### src/rtl/guess_entry.sv
// Player-side 1A2B guess entry: collects four keypad digits with backspace, then offers them via valid/ready.
// Optional repeated-digit rejection is enabled by defining GUESS_ENTRY_DUP_CHECK_EN.
module guess_entry #(
    parameter int unsigned MAX_GUESS = 15
) (
    input  logic       clk,
    input  logic       reset_n,
    input  logic       digit_valid,
    input  logic [3:0] digit,
    input  logic       del,
    input  logic       submit,
    input  logic       new_round,
    input  logic       guess_ready,
    output logic [3:0] ans0,
    output logic [3:0] ans1,
    output logic [3:0] ans2,
    output logic [3:0] ans3,
    output logic       guess_valid,
    output logic [2:0] entry_count,
    output logic       entry_error,
    output logic [3:0] guess_num
);

    typedef enum logic {
        COLLECT = 1'b0,
        SEND    = 1'b1
    } state_t;

    state_t           state_q, state_d;
    logic [3:0][3:0]  slot_q, slot_d;
    logic [2:0]       count_q, count_d;
    logic             err_q, err_d;
    logic [3:0]       gnum_q, gnum_d;
    logic             dup_hit;
    logic             digit_ok;
    logic             full;

`ifdef GUESS_ENTRY_DUP_CHECK_EN
    // A slot only participates in the duplicate search once it has been filled.
    logic [3:0] slot_match;
    for (genvar gi = 0; gi < 4; gi++) begin : g_dup
        assign slot_match[gi] = (3'(gi) < count_q) && (slot_q[gi] == digit);
    end
    assign dup_hit = |slot_match;
`else
    assign dup_hit = 1'b0;
`endif

    assign full     = (count_q == 3'd4);
    assign digit_ok = (digit <= 4'd9) && !full && !dup_hit;

    always_comb begin
        state_d = state_q;
        slot_d  = slot_q;
        count_d = count_q;
        err_d   = 1'b0;
        gnum_d  = gnum_q;

        if (new_round) begin
            state_d = COLLECT;
            slot_d  = '0;
            count_d = '0;
            gnum_d  = '0;
        end else if (state_q == SEND) begin
            // Guess is frozen; any edit strobe is refused while the transfer is pending.
            err_d = digit_valid | del | submit;
            if (guess_ready) begin
                state_d = COLLECT;
                slot_d  = '0;
                count_d = '0;
                if (gnum_q < 4'(MAX_GUESS)) begin
                    gnum_d = gnum_q + 4'd1;
                end
            end
        end else if (del) begin
            if (count_q != 3'd0) begin
                slot_d[2'(count_q - 3'd1)] = '0;
                count_d                    = count_q - 3'd1;
            end else begin
                err_d = 1'b1;
            end
        end else if (digit_valid) begin
            if (digit_ok) begin
                slot_d[count_q[1:0]] = digit;
                count_d              = count_q + 3'd1;
            end else begin
                err_d = 1'b1;
            end
        end else if (submit) begin
            if (full) begin
                state_d = SEND;
            end else begin
                err_d = 1'b1;
            end
        end
    end

    always_ff @(posedge clk or negedge reset_n) begin
        if (!reset_n) begin
            state_q <= COLLECT;
            slot_q  <= '0;
            count_q <= '0;
            err_q   <= 1'b0;
            gnum_q  <= '0;
        end else begin
            state_q <= state_d;
            slot_q  <= slot_d;
            count_q <= count_d;
            err_q   <= err_d;
            gnum_q  <= gnum_d;
        end
    end

    assign ans0        = slot_q[0];
    assign ans1        = slot_q[1];
    assign ans2        = slot_q[2];
    assign ans3        = slot_q[3];
    assign guess_valid = (state_q == SEND);
    assign entry_count = count_q;
    assign entry_error = err_q;
    assign guess_num   = gnum_q;

endmodule
### config.mk
export PLATFORM = sky130hd
export DESIGN_NAME = guess_entry
export DESIGN_NICKNAME = d
export VERILOG_FILES = /design/src/rtl/guess_entry.sv
export SDC_FILE = /design/constraint.sdc
export NUM_CORES = 1
export LEC_CHECK = 0
export CAP_MARGIN = 5
export CORE_AREA = 2 2 55 57
export CTS_BUF_LIST = sky130_fd_sc_hd__clkbuf_8
export CTS_CLUSTER_SIZE = 16
export DETAILED_ROUTE_END_ITERATION = 12
export DIE_AREA = 0 0 57 59
export GPL_TIMING_DRIVEN = 0
export PLACE_DENSITY = 0.8
export SLEW_MARGIN = 25
export SYNTH_ARGS = -nofsm -noshare
export SYNTH_HDL_FRONTEND = slang
export SYNTH_SLANG_ARGS = --single-unit
### constraint.sdc
create_clock -name clk -period 1.9 [get_ports clk]
set_input_delay 0.475 -clock clk [delete_from_list [all_inputs] [get_ports clk]]
set_output_delay 0.475 -clock clk [all_outputs]
set_load 0.05 [all_outputs]
==> flow_summary.toml, run 1 <==
[worst_setup_path]
path_class = "reg2reg"
cp.required_ps = 2060
r2r-start = "entry_count[0]"
path_max_fanout = 6
cp.arrival_ps = 2030
worstSetupEndpointType = "flip-flop"
startpoint = "entry_count[0]"
cp-start-kind = "flip-flop"

[finish]
n_antenna_cell = 0
fin_cells = 198
syn2layout_area_growth_pct = 31.4
drive_above_1_share_pct = 12.0
final_nets = 185
final_util_pct = 65.3

[routing]
initialDrtViolationCount = 38
firstDrtPassIters = 4
post_drt_wl_per_cell_um = 16.5
drc = 0
num_vias = 1198
ant_nets = 0
route.final.wire_length_um = 3280
post_drt_via_cell_ratio = 6.05

[floorplan]
start_util_pct = 49.7
die_h_um = 59
core_area_um2 = 2710
ioPinCount = 36
rows = 19
die-area_um2 = 3360
die_w_um = 57

[clock_network]
cts_root_buf = "clkbuf_8"
htree_levels = 1
cts_tree = "done"
clk_latency_ps = 270
cts.clk_slew.worst_paths_ps = 90
cts_buffers = 3
cts_sinks = 25
ctsLongestPathBuffers = 2
post_cts_buffers = 0

[status]
outcome = "finished, final reports clean"

[timing]
rsz0062_at_grt = "yes"
slew_headroom_pct = 61.8
maxSlewViolCount = 0
worst_pin_slew_ps = 573
post-route-period-util_pct = 98.4
setup_viol = 0
hold_viol = 0
period_needed_ps = 1870
final.setup.tns_ps = 0
max_freq_ghz = 0.535
finClkSkew_ps = 4.08
fin_hold_ws_ps = 182
setup_ws_ps = 30.3

[synth]
syn_area_per_cell_um2 = 10.4
synth_top_flop_cell = "dfrtp_1"
async_flop_share_pct = 100
syn_inst = 129
yosysTopAreaCellShare_pct = 46.4
yosys_warnings = 0
synth_nets = 146
synth_seq_cells = 25
ys_seq_area_share_pct = 46.4
synthTopCellsByCount = "dfrtp_1 (25), nand2_1 (14), a22o_1 (13), o21ai_0 (7)"
synth_area_leader_cell = "dfrtp_1"
yosys-top-cells-area = "dfrtp_1 (46%), a22o_1 (8.4%), ha_1 (5.6%), nand2_1 (3.9%), and4_1 (2.6%)"
synth-edff-count = 0
yosysMostFrequentCell = "dfrtp_1"
syn-cell-area_um2 = 1350
synthDistinctLibCells = 40

[power]
leakage_uw = 0.000911
switchingPower_uw = 695
peakVddDrop_mv = 0.653
internal_power_uw = 993
p_clk_share_pct = 19.4
switching_share_pct = 41.2
powerDensity_nw_per_um2 = 953
combPwrFrac_pct = 42.7
seq_power_share_pct = 37.9

[placement]
detailedPlace.worstSlack_ps = -397
routabilityCongestion = 0.803
port_buffers = 34
dp_hpwl_um = 2400
dp_cells = 194

[run]
cap_violations = 0

[grt]
grt-ovfl-total = 0
grt_start_max_net_pins = 26
grt.total_usage_pct = 20.7
grt_pass1_wl_um = 5550
antenna_found_initial = 0
grt_pass1_vias = 1170

[worst_hold_path]
hold_path.class = "in2async"
-- per-layer routing --
layer	GRT usage, %	vias to the layer above	wire length (um)
li1	-	564	-
met4	3.99	0	28
met2	34.0	57	1490
met1	29.3	573	1490
met5	0	-	0
met3	3.49	4	259
-- worst paths after layout --
| path | end | slack (ps) | depth (start not counted) |
|---|---|---|---|
| hold / removal | ans1[1] | 180 | 1 |
| min in group clk | ans1[3] | 510 | 1 |
| setup / recovery | ans0[0] | 30 | 6 |
| max in group asynchronous | entry_count[0] | 1310 | 1 |
| setup reg to reg | ans0[0] | 30 | 6 |
| hold reg to reg | ans1[3] | 510 | 1 |
-- area by class of cell --
| cell class | instances | area [um2] |
|---|---|---|
| fill | 234 | 940 |
| multi-input combinational | 97 | 711 |
| sequential | 25 | 628 |
| timing repair buffer | 34 | 308 |
| clock buffer | 3 | 41.3 |
| tap | 31 | 38.8 |
| buffer | 4 | 25.0 |
| inverter | 3 | 11.3 |
| clock inverter | 1 | 7.51 |
-- per-stage QoR --
stage | total power (uW) | instance area (um2)
CTS | 1680 | 1750
global route | 1780 | 1770
detailed placement | 1400 | 1740
global placement | 1390 | 1740
finish | 1690 | 1770
floorplan | 1160 | 1360
-- cell families after synthesis --
family | after synthesis | share of synthesized area (%)
fa+ha+maj | 6 | 5.57
buf+inv | 7 | 2.60
simple gates | 50 | 21.2
mux | 1 | 0.743
compound gates | 38 | 22.2
flops | 25 | 46.4
xor+xnor | 2 | 1.30
-- repair_timing --
action | CTS | global route
hold buffers | 0 | 0
resized for setup | 27 | 10
pin swaps | 0 | 0
endpoints found under the setup margin | 41 | 19
-- power groups by stage --
stage	clock [uW]	combinational (uW)	sequential, uW
2_1_floorplan	0	325	830
3_3_place_gp	0	740	648
3_5_place_dp	0	745	653
4_1_cts	334	710	640
5_1_grt	355	775	650
6_report	328	720	640
-- sequential cells by signal (all words and copies together) (netlist names) --
register and flops:
guess_valid 1, entry_count 3, ans3 4, guess_num 4, ans0 4, entry_error 1
ans1 4, ans2 4
-- critical path: stages, from the launching register on --
cell     delay, ps
dfrtp_2        440
inv_2           80
ha_4           180
and3b_4        210
or3_1          340
a32o_2         280
a22o_1         240
-- placed cells by master (no fill, tap or decap), types with 4 or more instances in the layout --
cell type / Yosys / final
a22o_1: 13 / 13
and4_1: 4 / 4
clkdlybuf4s50_1: 0 / 5
dfrtp_1: 25 / 23
dlygate4sd2_1: 0 / 26
ha_1: 6 / 5
nand2_1: 14 / 14
nor2_1: 6 / 5
o21ai_1: 0 / 4
(Power assumes the default switching activity.)
==> run 2, diff against run 1 <==
- SETUP_SLACK_MARGIN: default -> 0.15
==> flow_summary.toml, run 2 (synthesis gave the netlist of run 1 again) <==
[clock_network]
cts_buffers = 3
htree_levels = 1
cts_root_buf = "clkbuf_8"
ctsLongestPathBuffers = 2
ctsHoldBuffers = 0
clk_latency_ps = 270
cts.clk_slew.worst_paths_ps = 90
cts_sinks = 25
cts_tree = "done"

[timing]
max_freq_ghz = 0.563
hold_viol = 0
finClkSkew_ps = 3.63
worst_pin_slew_ps = 557
maxSlewViolCount = 0
rsz0062_at_grt = "yes"
post-route-period-util_pct = 93.5
setup_viol = 0
period_needed_ps = 1780
final.setup.tns_ps = 0
slew_headroom_pct = 62.8

[placement]
dp_hpwl_um = 2460
routabilityCongestion = 0.905
port_buffers = 34

[finish]
fillCellCount = 227
layout_commonest_cell = "dlygate4sd2_1"
final_util_pct = 70.9
layout_common_cells = "dlygate4sd2_1 (27), dfrtp_1 (23), nand2_1 (13), a22o_1 (13), buf_4 (8)"
final_nets = 194
seq_area_um2 = 628
n_antenna_cell = 0
syn2layout_area_growth_pct = 42.5
multi_input_area_um2 = 787
drive_above_1_share_pct = 23.9

[power]
peakVddDrop_mv = 0.727
combPwrFrac_pct = 48.1
p_clk_share_pct = 17.4
leakage_uw = 0.000974
internal_power_uw = 1100
powerDensity_nw_per_um2 = 958
switching_share_pct = 40.4
seq_power_share_pct = 34.5
switchingPower_uw = 743

[floorplan]
start_util_pct = 49.7
die_h_um = 59
rows = 19
core_area_um2 = 2710
ioPinCount = 36
die-area_um2 = 3360
die_w_um = 57

[routing]
initialDrtViolationCount = 25
ant_nets = 0
drc = 0
post_drt_via_cell_ratio = 6.00
post_drt_wl_per_cell_um = 17.0
firstDrtPassIters = 4
num_vias = 1242
route.final.wire_length_um = 3510

[grt]
grt-ovfl-total = 0
antenna_found_initial = 0
grt_start_max_net_pins = 26
grt_pass1_wl_um = 5600
grt_pass1_vias = 1217
grt.total_usage_pct = 21.1

[worst_hold_path]
hold_path.class = "in2async"

[worst_setup_path]
path_class = "reg2reg"
cp.arrival_ps = 1940
worstSetupEndpointType = "flip-flop"
cp-start-kind = "flip-flop"
path_max_fanout = 4
cp.required_ps = 2060

[run]
cap_violations = 0

[status]
outcome = "finished, final reports clean"
## run 2: path summary, 6_finish.rpt
| check | to | cells past startpoint | slack [ps] | from |
|---|---|---|---|---|
| min | ans1[0] | 1 | 180 | reset_n |
| max in group asynchronous | entry_count[0] | 1 | 1310 | reset_n |
| max reg2reg | ans0[0] | 7 | 120 | entry_count[0] |
| min in group clk | ans3[2] | 1 | 500 | ans3[2] |
| min reg2reg | ans3[2] | 1 | 500 | ans3[2] |
| max | ans0[0] | 7 | 120 | entry_count[0] |
## run 2: layout make-up
cell class                 instances  share of cell area, %
clock inverter                     1                  0.391
tap                               31                   2.02
timing repair buffer              43                   19.6
clock buffer                       3                   2.15
inverter                           3                  0.717
buffer                             4                   1.43
multi-input combinational         97                   41.0
sequential                        25                   32.7
## run 2: worst max-delay path, stage by stage, from the launching register on
cell,delay [ps]
dfrtp_2,380
buf_6,100
inv_4,30
ha_4,150
and3b_4,190
or3_4,330
a32o_2,260
a22o_1,210
## run 2: timing repair
action	in CTS	in global routing
hold endpoints to repair	0	0
pin swaps	6	13
endpoints found under the setup margin	45	21
buffers inserted	5	4
resized for setup	40	16
## run 2: layer usage
layer | global-route usage [%] | up-vias | share of wire [%]
met4 | 4.65 | 0 | 0.26
met1 | 27.1 | 608 | 42
met5 | 0 | - | 0
met2 | 36.9 | 46 | 52
met3 | 4.59 | 2 | 6.3
li1 | - | 586 | -
## run 2: power by group through the flow
stage / registers [uW] / clock network [uW] / logic, uW
final: 635 / 320 / 885
after global routing: 642 / 353 / 943
after CTS: 633 / 325 / 807
after detailed placement: 653 / 0 / 762
after global placement: 648 / 0 / 748
after floorplan: 830 / 0 / 337
## run 2: metrics by stage
step           worst slack [ps]  total power, uW  hold WS, ps  cell area (um2)  cells
2_1_floorplan             -13.3             1170          179             1380    129
3_3_place_gp               -383             1400          480             1760    194
3_5_place_dp               -394             1420          489             1760    194
4_1_cts                    87.7             1770          199             1840    203
5_1_grt                    92.7             1940          222             1920    207
6_report                    124             1840          182             1920    207
